**src/rtl/multicycle_control.sv**
```systemverilog
// Moore main-control FSM for the multicycle 32-bit MIPS datapath.
// Optional ADDI support is enabled by defining MULTICYCLE_ADDI_EN.
module multicycle_control #(
    parameter int STATE_W = 4
) (
    input  logic               clk,
    input  logic               reset,
    input  logic [5:0]         Opcode,
    input  logic [5:0]         Funct,
    input  logic               Zero,
    output logic               PCWrite,
    output logic               PCWriteCond,
    output logic               PCEn,
    output logic               IorD,
    output logic               MemRead,
    output logic               MemWrite,
    output logic               IRWrite,
    output logic               MemtoReg,
    output logic               RegDst,
    output logic               RegWrite,
    output logic               ALUSrcA,
    output logic [1:0]         ALUSrcB,
    output logic [1:0]         ALUControl,
    output logic [1:0]         PCSource,
    output logic               Illegal,
    output logic [STATE_W-1:0] State
);

    typedef enum logic [STATE_W-1:0] {
        S_INIT    = STATE_W'(0),
        S_FETCH   = STATE_W'(1),
        S_DECODE  = STATE_W'(2),
        S_MEMADR  = STATE_W'(3),
        S_MEMRD   = STATE_W'(4),
        S_MEMWB   = STATE_W'(5),
        S_MEMWR   = STATE_W'(6),
        S_REXE    = STATE_W'(7),
        S_RWB     = STATE_W'(8),
        S_BEQ     = STATE_W'(9),
        S_JUMP    = STATE_W'(10),
        S_ILLEGAL = STATE_W'(11),
        S_ADDIEX  = STATE_W'(12),
        S_ADDIWB  = STATE_W'(13)
    } state_t;

    localparam logic [5:0] OP_RTYPE = 6'h00;
    localparam logic [5:0] OP_J     = 6'h02;
    localparam logic [5:0] OP_BEQ   = 6'h04;
    localparam logic [5:0] OP_ADDI  = 6'h08;
    localparam logic [5:0] OP_LW    = 6'h23;
    localparam logic [5:0] OP_SW    = 6'h2B;

    localparam logic [5:0] FN_ADD = 6'h20;
    localparam logic [5:0] FN_SUB = 6'h22;
    localparam logic [5:0] FN_AND = 6'h24;
    localparam logic [5:0] FN_OR  = 6'h25;

    localparam logic [1:0] ALU_AND = 2'b00;
    localparam logic [1:0] ALU_OR  = 2'b01;
    localparam logic [1:0] ALU_ADD = 2'b10;
    localparam logic [1:0] ALU_SUB = 2'b11;

    state_t state_q, state_d;
    logic   funct_ok;

    assign funct_ok = (Funct == FN_ADD) || (Funct == FN_SUB) ||
                      (Funct == FN_AND) || (Funct == FN_OR);

    always_ff @(posedge clk or posedge reset) begin
        if (reset) begin
            state_q <= S_INIT;
        end else begin
            state_q <= state_d;
        end
    end

    always_comb begin
        state_d     = S_FETCH;
        PCWrite     = 1'b0;
        PCWriteCond = 1'b0;
        IorD        = 1'b0;
        MemRead     = 1'b0;
        MemWrite    = 1'b0;
        IRWrite     = 1'b0;
        MemtoReg    = 1'b0;
        RegDst      = 1'b0;
        RegWrite    = 1'b0;
        ALUSrcA     = 1'b0;
        ALUSrcB     = 2'b00;
        ALUControl  = ALU_AND;
        PCSource    = 2'b00;
        Illegal     = 1'b0;

        case (state_q)
            S_INIT: state_d = S_FETCH;
            S_FETCH: begin
                MemRead    = 1'b1;
                IRWrite    = 1'b1;
                ALUSrcB    = 2'b01;
                ALUControl = ALU_ADD;
                PCWrite    = 1'b1;
                state_d    = S_DECODE;
            end
            S_DECODE: begin
                // Speculatively compute the branch target into ALUOut.
                ALUSrcB    = 2'b11;
                ALUControl = ALU_ADD;
                case (Opcode)
                    OP_LW, OP_SW: state_d = S_MEMADR;
                    OP_RTYPE:     state_d = funct_ok ? S_REXE : S_ILLEGAL;
                    OP_BEQ:       state_d = S_BEQ;
                    OP_J:         state_d = S_JUMP;
`ifdef MULTICYCLE_ADDI_EN
                    OP_ADDI:      state_d = S_ADDIEX;
`endif
                    default:      state_d = S_ILLEGAL;
                endcase
            end
            S_MEMADR: begin
                ALUSrcA    = 1'b1;
                ALUSrcB    = 2'b10;
                ALUControl = ALU_ADD;
                state_d    = (Opcode == OP_SW) ? S_MEMWR : S_MEMRD;
            end
            S_MEMRD: begin
                MemRead = 1'b1;
                IorD    = 1'b1;
                state_d = S_MEMWB;
            end
            S_MEMWB: begin
                RegWrite = 1'b1;
                MemtoReg = 1'b1;
            end
            S_MEMWR: begin
                MemWrite = 1'b1;
                IorD     = 1'b1;
            end
            S_REXE: begin
                ALUSrcA = 1'b1;
                case (Funct)
                    FN_SUB:  ALUControl = ALU_SUB;
                    FN_AND:  ALUControl = ALU_AND;
                    FN_OR:   ALUControl = ALU_OR;
                    default: ALUControl = ALU_ADD;
                endcase
                state_d = S_RWB;
            end
            S_RWB: begin
                RegDst   = 1'b1;
                RegWrite = 1'b1;
            end
            S_BEQ: begin
                ALUSrcA     = 1'b1;
                ALUControl  = ALU_SUB;
                PCWriteCond = 1'b1;
                PCSource    = 2'b01;
            end
            S_JUMP: begin
                PCWrite  = 1'b1;
                PCSource = 2'b10;
            end
            S_ILLEGAL: Illegal = 1'b1;
`ifdef MULTICYCLE_ADDI_EN
            S_ADDIEX: begin
                ALUSrcA    = 1'b1;
                ALUSrcB    = 2'b10;
                ALUControl = ALU_ADD;
                state_d    = S_ADDIWB;
            end
            S_ADDIWB: RegWrite = 1'b1;
`endif
            // Unreachable encodings fall back to FETCH with all outputs idle.
            default: state_d = S_FETCH;
        endcase
    end

    assign PCEn  = PCWrite | (PCWriteCond & Zero);
    assign State = state_q;

endmodule

```
**config.mk**
```make
export PLATFORM = sky130hd
export DESIGN_NAME = multicycle_control
export DESIGN_NICKNAME = d
export VERILOG_FILES = /design/src/rtl/multicycle_control.sv
export SDC_FILE = /design/constraint.sdc
export NUM_CORES = 1
export LEC_CHECK = 0
export ABC_AREA = 1
export BUFFER_PORTS_ARGS = -buffer_cell sky130_fd_sc_hd__buf_4
export CAP_MARGIN = 30
export CORE_AREA = 10 10 47 49
export CTS_CLUSTER_SIZE = 20
export DETAILED_ROUTE_END_ITERATION = 8
export DIE_AREA = 0 0 57 59
export GPL_ROUTABILITY_DRIVEN = 1
export GPL_TIMING_DRIVEN = 0
export HOLD_SLACK_MARGIN = 0.12
export PLACE_DENSITY = 0.73
export REMOVE_ABC_BUFFERS = 1
export SETUP_SLACK_MARGIN = 0.3
export SKIP_LAST_GASP = 1
export SYNTH_ARGS = -nofsm -noshare
export SYNTH_HDL_FRONTEND = slang
export SYNTH_SLANG_ARGS = --single-unit
```
**constraint.sdc**
```tcl
create_clock -name clk -period 1.7 [get_ports clk]
set_input_delay 0.255 -clock clk [delete_from_list [all_inputs] [get_ports clk]]
set_output_delay 0.255 -clock clk [all_outputs]
set_load 0.005 [all_outputs]
```
* After elaboration in Yosys (flattened, before gate mapping)
Index checks and enable logic that the tools add are counted.
W data, S select, Z words.
** Operators by class
- Eq/ne operators :: 19
- Reductions and logical operators :: 11
- Muxes and demuxes :: 19
- Bitwise gates (word level) :: 2
** Operators with widths (number)
- $eq A6 B6 Y1 const B :: 6
- $pmux W4 S5 :: 1
- $pmux W2 S3 :: 3
- $eq A4 B3 Y1 const B :: 4
- $eq A4 B4 Y1 const B :: 4
- $pmux W4 S4 :: 1
- $mux W1 :: 11
- $reduce_or A2 Y1 :: 5
- $eq A4 B2 Y1 const B :: 2
- $eq A6 B2 Y1 const B :: 1
- $eq A6 B3 Y1 const B :: 1
- $logic_not A6 Y1 :: 1
- $reduce_or A3 Y1 :: 2
- $eq A4 B1 Y1 const B :: 1
- $mux W4 :: 1
- $pmux W2 S2 :: 1
- $logic_or A1 B1 Y1 :: 3
- $mux W2 :: 1
- $and A1 B1 Y1 :: 1
- $or A1 B1 Y1 :: 1
** Word-level totals
- Bits in registers :: 4
- Logic and storage cells :: 52
- Input port bits :: 15
- Output and inout port bits :: 22

* Depth between registers and ports, before layout
- Depth after elaboration :: 7
- Mapped depth :: 7
- Gate-level depth less buffers :: 7

* Worst setup path after synthesis
No wires, ideal clock.
- Path kind :: flip-flop to output port
- Start point :: register state_q[3], in the netlist State[3]
- End point :: output PCEn
- Path slack :: 0.544 ns
- Arrival :: 0.901 ns
- Data required time :: 1.445 ns
- Path buffers :: 0
- Cell stages (with the launch flop) :: 7
- Cells stage by stage :: dfrtp_1 -> inv_2 -> nor2_2 -> nand2_2 -> inv_2 -> nand2_1 -> nand3_1
** Between the ends
- Cells in the longest elaborated chain, start to end :: 4
- Elaborated cells between the ends (all ways) :: 8
- Classes of those cells :: eq/ne: 3; mux: 2; bitwise: 2; reduce/logical: 1
** RTL lines
- start, declared :: RTL line 63 : state_t state_q, state_d;
- start signal, assigned :: RTL line 73 : state_q <= state_d;
- $eq A4 B4 Y1 :: RTL line 94 : case (state_q)
- $mux W1 :: RTL line 94
- net PCWriteCond :: RTL line 12 : output logic PCWriteCond,
- $and A1 B1 Y1 :: RTL line 177 : assign PCEn = PCWrite | (PCWriteCond & Zero);
- $or A1 B1 Y1 :: RTL line 177
- end, declared :: RTL line 13 : output logic PCEn,
The timed path passes the listed nets, and every way through them passes these cells.

* Worst setup path in the final report
- Start point :: register state_q[3], in the netlist State[3]
- End point :: output MemRead
** Between the ends
- Cells in the longest elaborated chain, start to end :: 3
- Elaborated cells between the ends (all ways) :: 4
- Classes of those cells :: eq/ne: 2; mux: 1; reduce/logical: 1
** RTL lines
- $eq A4 B3 Y1 / $eq A4 B1 Y1 (equally long branches) :: RTL line 94
- $reduce_or A2 Y1 (no source line) (*)
- $mux W1 (*) :: RTL line 94
- end, declared :: RTL line 15 : output logic MemRead,
Mark *: on every way between the ends. The rest lies on a longest branch, timed or not.

==> flow_summary.ini <==
[outcome]
status = finished clean

[route]
drc_errors = 0
dr.first_iter.drc_count = 28
drt-wirelength-per-cell_um = 15.60
totalWireLength_um = 2683
detail_route.vias_per_cell = 5.012
drt_pass1_iterations = 4
drt.antenna.violating_nets = 0
num_vias = 862

[sta]
report.final.hold_viol_count = 0
period_share_pct = 93.00
fin_crit_ps = 1581
slew_violations = 0
max-slew-margin-rel_pct = 80.29
grt_setup_unrepaired = true
maximum_clock_rate_mhz = 632.5
worst_max_slew_pin_slew_ps = 295.0
setup-violations-final = 0
fin_worst_skew_ps = 13.84
holdWs_ps = 346.1
setup-tns-final_ps = 0

[critical_path]
timing.critical_path.required_ps = 1440
critical_path.cell_chain = buf_6 > nor2_4 > nand2_8 > nand2_2 > buf_6
timing_worst_setup_path_type = reg -> out
critPathArrivalTime_ps = 1330
sort_of_element_at_the_end_of_the_critical_path = primary output
most_numerous_cell_on_the_critical_path = buf_6
setup.worst_path.start_class = flop
critical_path_s_largest_stage_delay_ps = 420
crit_fanout = 6
cell_with_the_biggest_individual_delay_on_the_critical_path = dfrtp_2

[clock_network]
cts.sink_count = 4
htreeDepth = 1
clk_transition_reported_paths_ps = 50
ctsLongestPathBuffers = 2
tritoncts.num_buffers = 3
worst_skew_pair.late_latency_ps = 240
ctsRootBufferMaster = clkbuf_4
cts_tree = built

[floorplan]
floorplan.initialDensity_pct = 37.32
die_h_um = 59
io-pin-count = 37
rows = 14
coreArea_um2 = 1401
floorplan.die.width_um = 57
die_area_um2 = 3363

[cells_and_area]
antenna_cell_count = 0
fin_nets = 173
drive_above_1_share_pct = 62.18
nFillCells = 97
largest_register_ff_count = 4
final_standard_cell_area_without_fillers_um2 = 1141
areaGrowthSynthToFinish_pct = 118.2

[power]
power.static_leakage_nw = 0.6580
combinational_power_share_pct = 82.7
power.density_nw_per_um2 = 1833
share_clk_of_total_power_pct = 5.9
switching_share_pct = 46.09
irDropWorstVdd_uv = 1323
power_report.internal_total_w = 0.001127
switchingPower_w = 0.0009637
total_power_w = 0.002091
share_seq_of_total_power_pct = 11.4

[placed_design]
port_buf_inserts = 36
place_congestion = 0.7684
hpwl_after_detailed_placement_um = 1579
placement.cell_area_um2 = 805.8

[global_route]
grt_first_pass_wirelength_um = 3732
initial_antenna_violation_count = 0
maximum_number_of_pins_on_one_net_before_global_route_repair = 7
grt-ovfl-total = 0
global_route.usage.total_pct = 13.26
first_global_vias = 828

[yosys]
netlist-cell-type-count = 17
ys_seq_elements = 4
seq_area_frac_synth_pct = 19.14
syn_inst = 98
synthesis.area_per_instance_um2 = 5.337
syn_area_um2 = 523.0
yosysWarnings = 0

[hold_path]
timing.hold.worst.class = in -> reg

[job]
timing.max_cap.violations = 0
## final timing paths
path	cells past startpoint	start	slack [ps]	to
setup reg to reg	7	State[3]	280	State[3]
hold reg to reg	4	State[0]	750	State[1]
hold / removal	4	Opcode[1]	350	State[0]
setup / recovery	5	State[3]	120	MemRead
min in group asynchronous	3	reset	520	State[2]
max in group asynchronous	3	reset	990	State[0]
## kinds of logic (layout without fill, tap and decap cells)
| kind of cell | Yosys count | in the layout | synth area share [%] |
|---|---|---|---|
| AO/OA/AOI/OAI | 5 | 5 | 4.784 |
| flip-flops | 4 | 4 | 19.14 |
| buffers and inverters | 23 | 81 | 17.23 |
| AND/OR/NAND/NOR | 66 | 66 | 58.85 |
## critical path: cells and delay by family (launching register included)
| family | cells | cell delay [ps] |
|---|---|---|
| and+or+nand+nor | 3 | 430 |
| DFF | 1 | 420 |
| buffers and inverters | 2 | 230 |
## metrics by stage
step	std cells	util [%]	setup slack, ps
after floorplan	97	-	532.5
after global placement	149	57.50	383.3
after detailed placement	149	57.50	382.0
after CTS	162	70.09	198.7
after global routing	172	81.43	75.18
final	172	81.43	119.0
## area by class of cell
type	count	area, um^2	share of cell area, %
tap	16	20.02	1.754
sequential	4	105.1	9.211
timing repair buffer	56	464.2	40.68
inverter	22	87.58	7.675
clock buffer	3	22.52	1.974
multi-input combinational	71	441.7	38.71
## timing repair
action | CTS | global route
hold buffers | 1 | 0
resized for setup | 25 | 23
endpoints found under the hold margin | 4 | 0
cloned | 0 | 0
setup buffers | 9 | 10
pin swaps | 11 | 10
setup endpoints to repair | 15 | 18
## routing by layer
metal  vias up  wire length, um  track usage (%)
met4         0               90            2.013
met2        40             1412            25.27
li1        421                -                -
met5         -                0                0
met3         8              220            5.794
met1       393              960            13.15
## power by group through the flow
stage	Sequential [W]	Combinational, W	Clock (W)
after floorplan	0.000210	0.000434	0
after global placement	0.000213	0.000902	0
after detailed placement	0.000215	0.000917	0
after CTS	0.000223	0.00127	0.000116
after global routing	0.000247	0.00184	0.000130
final	0.000239	0.00173	0.000122
## synthesized netlist by cell type
master / number / area (um^2)
a21oi_1: 2 / 10.01
buf_4: 1 / 7.510
dfrtp_1: 4 / 100.1
inv_1: 17 / 63.81
inv_2: 5 / 18.77
nand2_1: 25 / 93.84
nand2_2: 4 / 25.02
nand3_1: 10 / 50.05
nand4_1: 3 / 18.77
nor2_1: 15 / 56.30
nor2_2: 5 / 31.28
nor2_4: 1 / 11.26
nor3_1: 1 / 5.000
nor3_2: 1 / 10.01
o21ai_0: 2 / 10.01
o21ai_1: 1 / 5.000
or2_1: 1 / 6.260
## cells in the final DEF (no fill, tap or decap), drive strengths merged, types with 2 or more instances in the layout
cell type	n
nand3	10
a21oi	2
nand4	3
dfrtp	4
o21ai	3
nor3	2
inv	22
clkbuf	3
nand2	29
buf	55
nor2	21
Note: power is estimated with default switching activity, not from simulation.
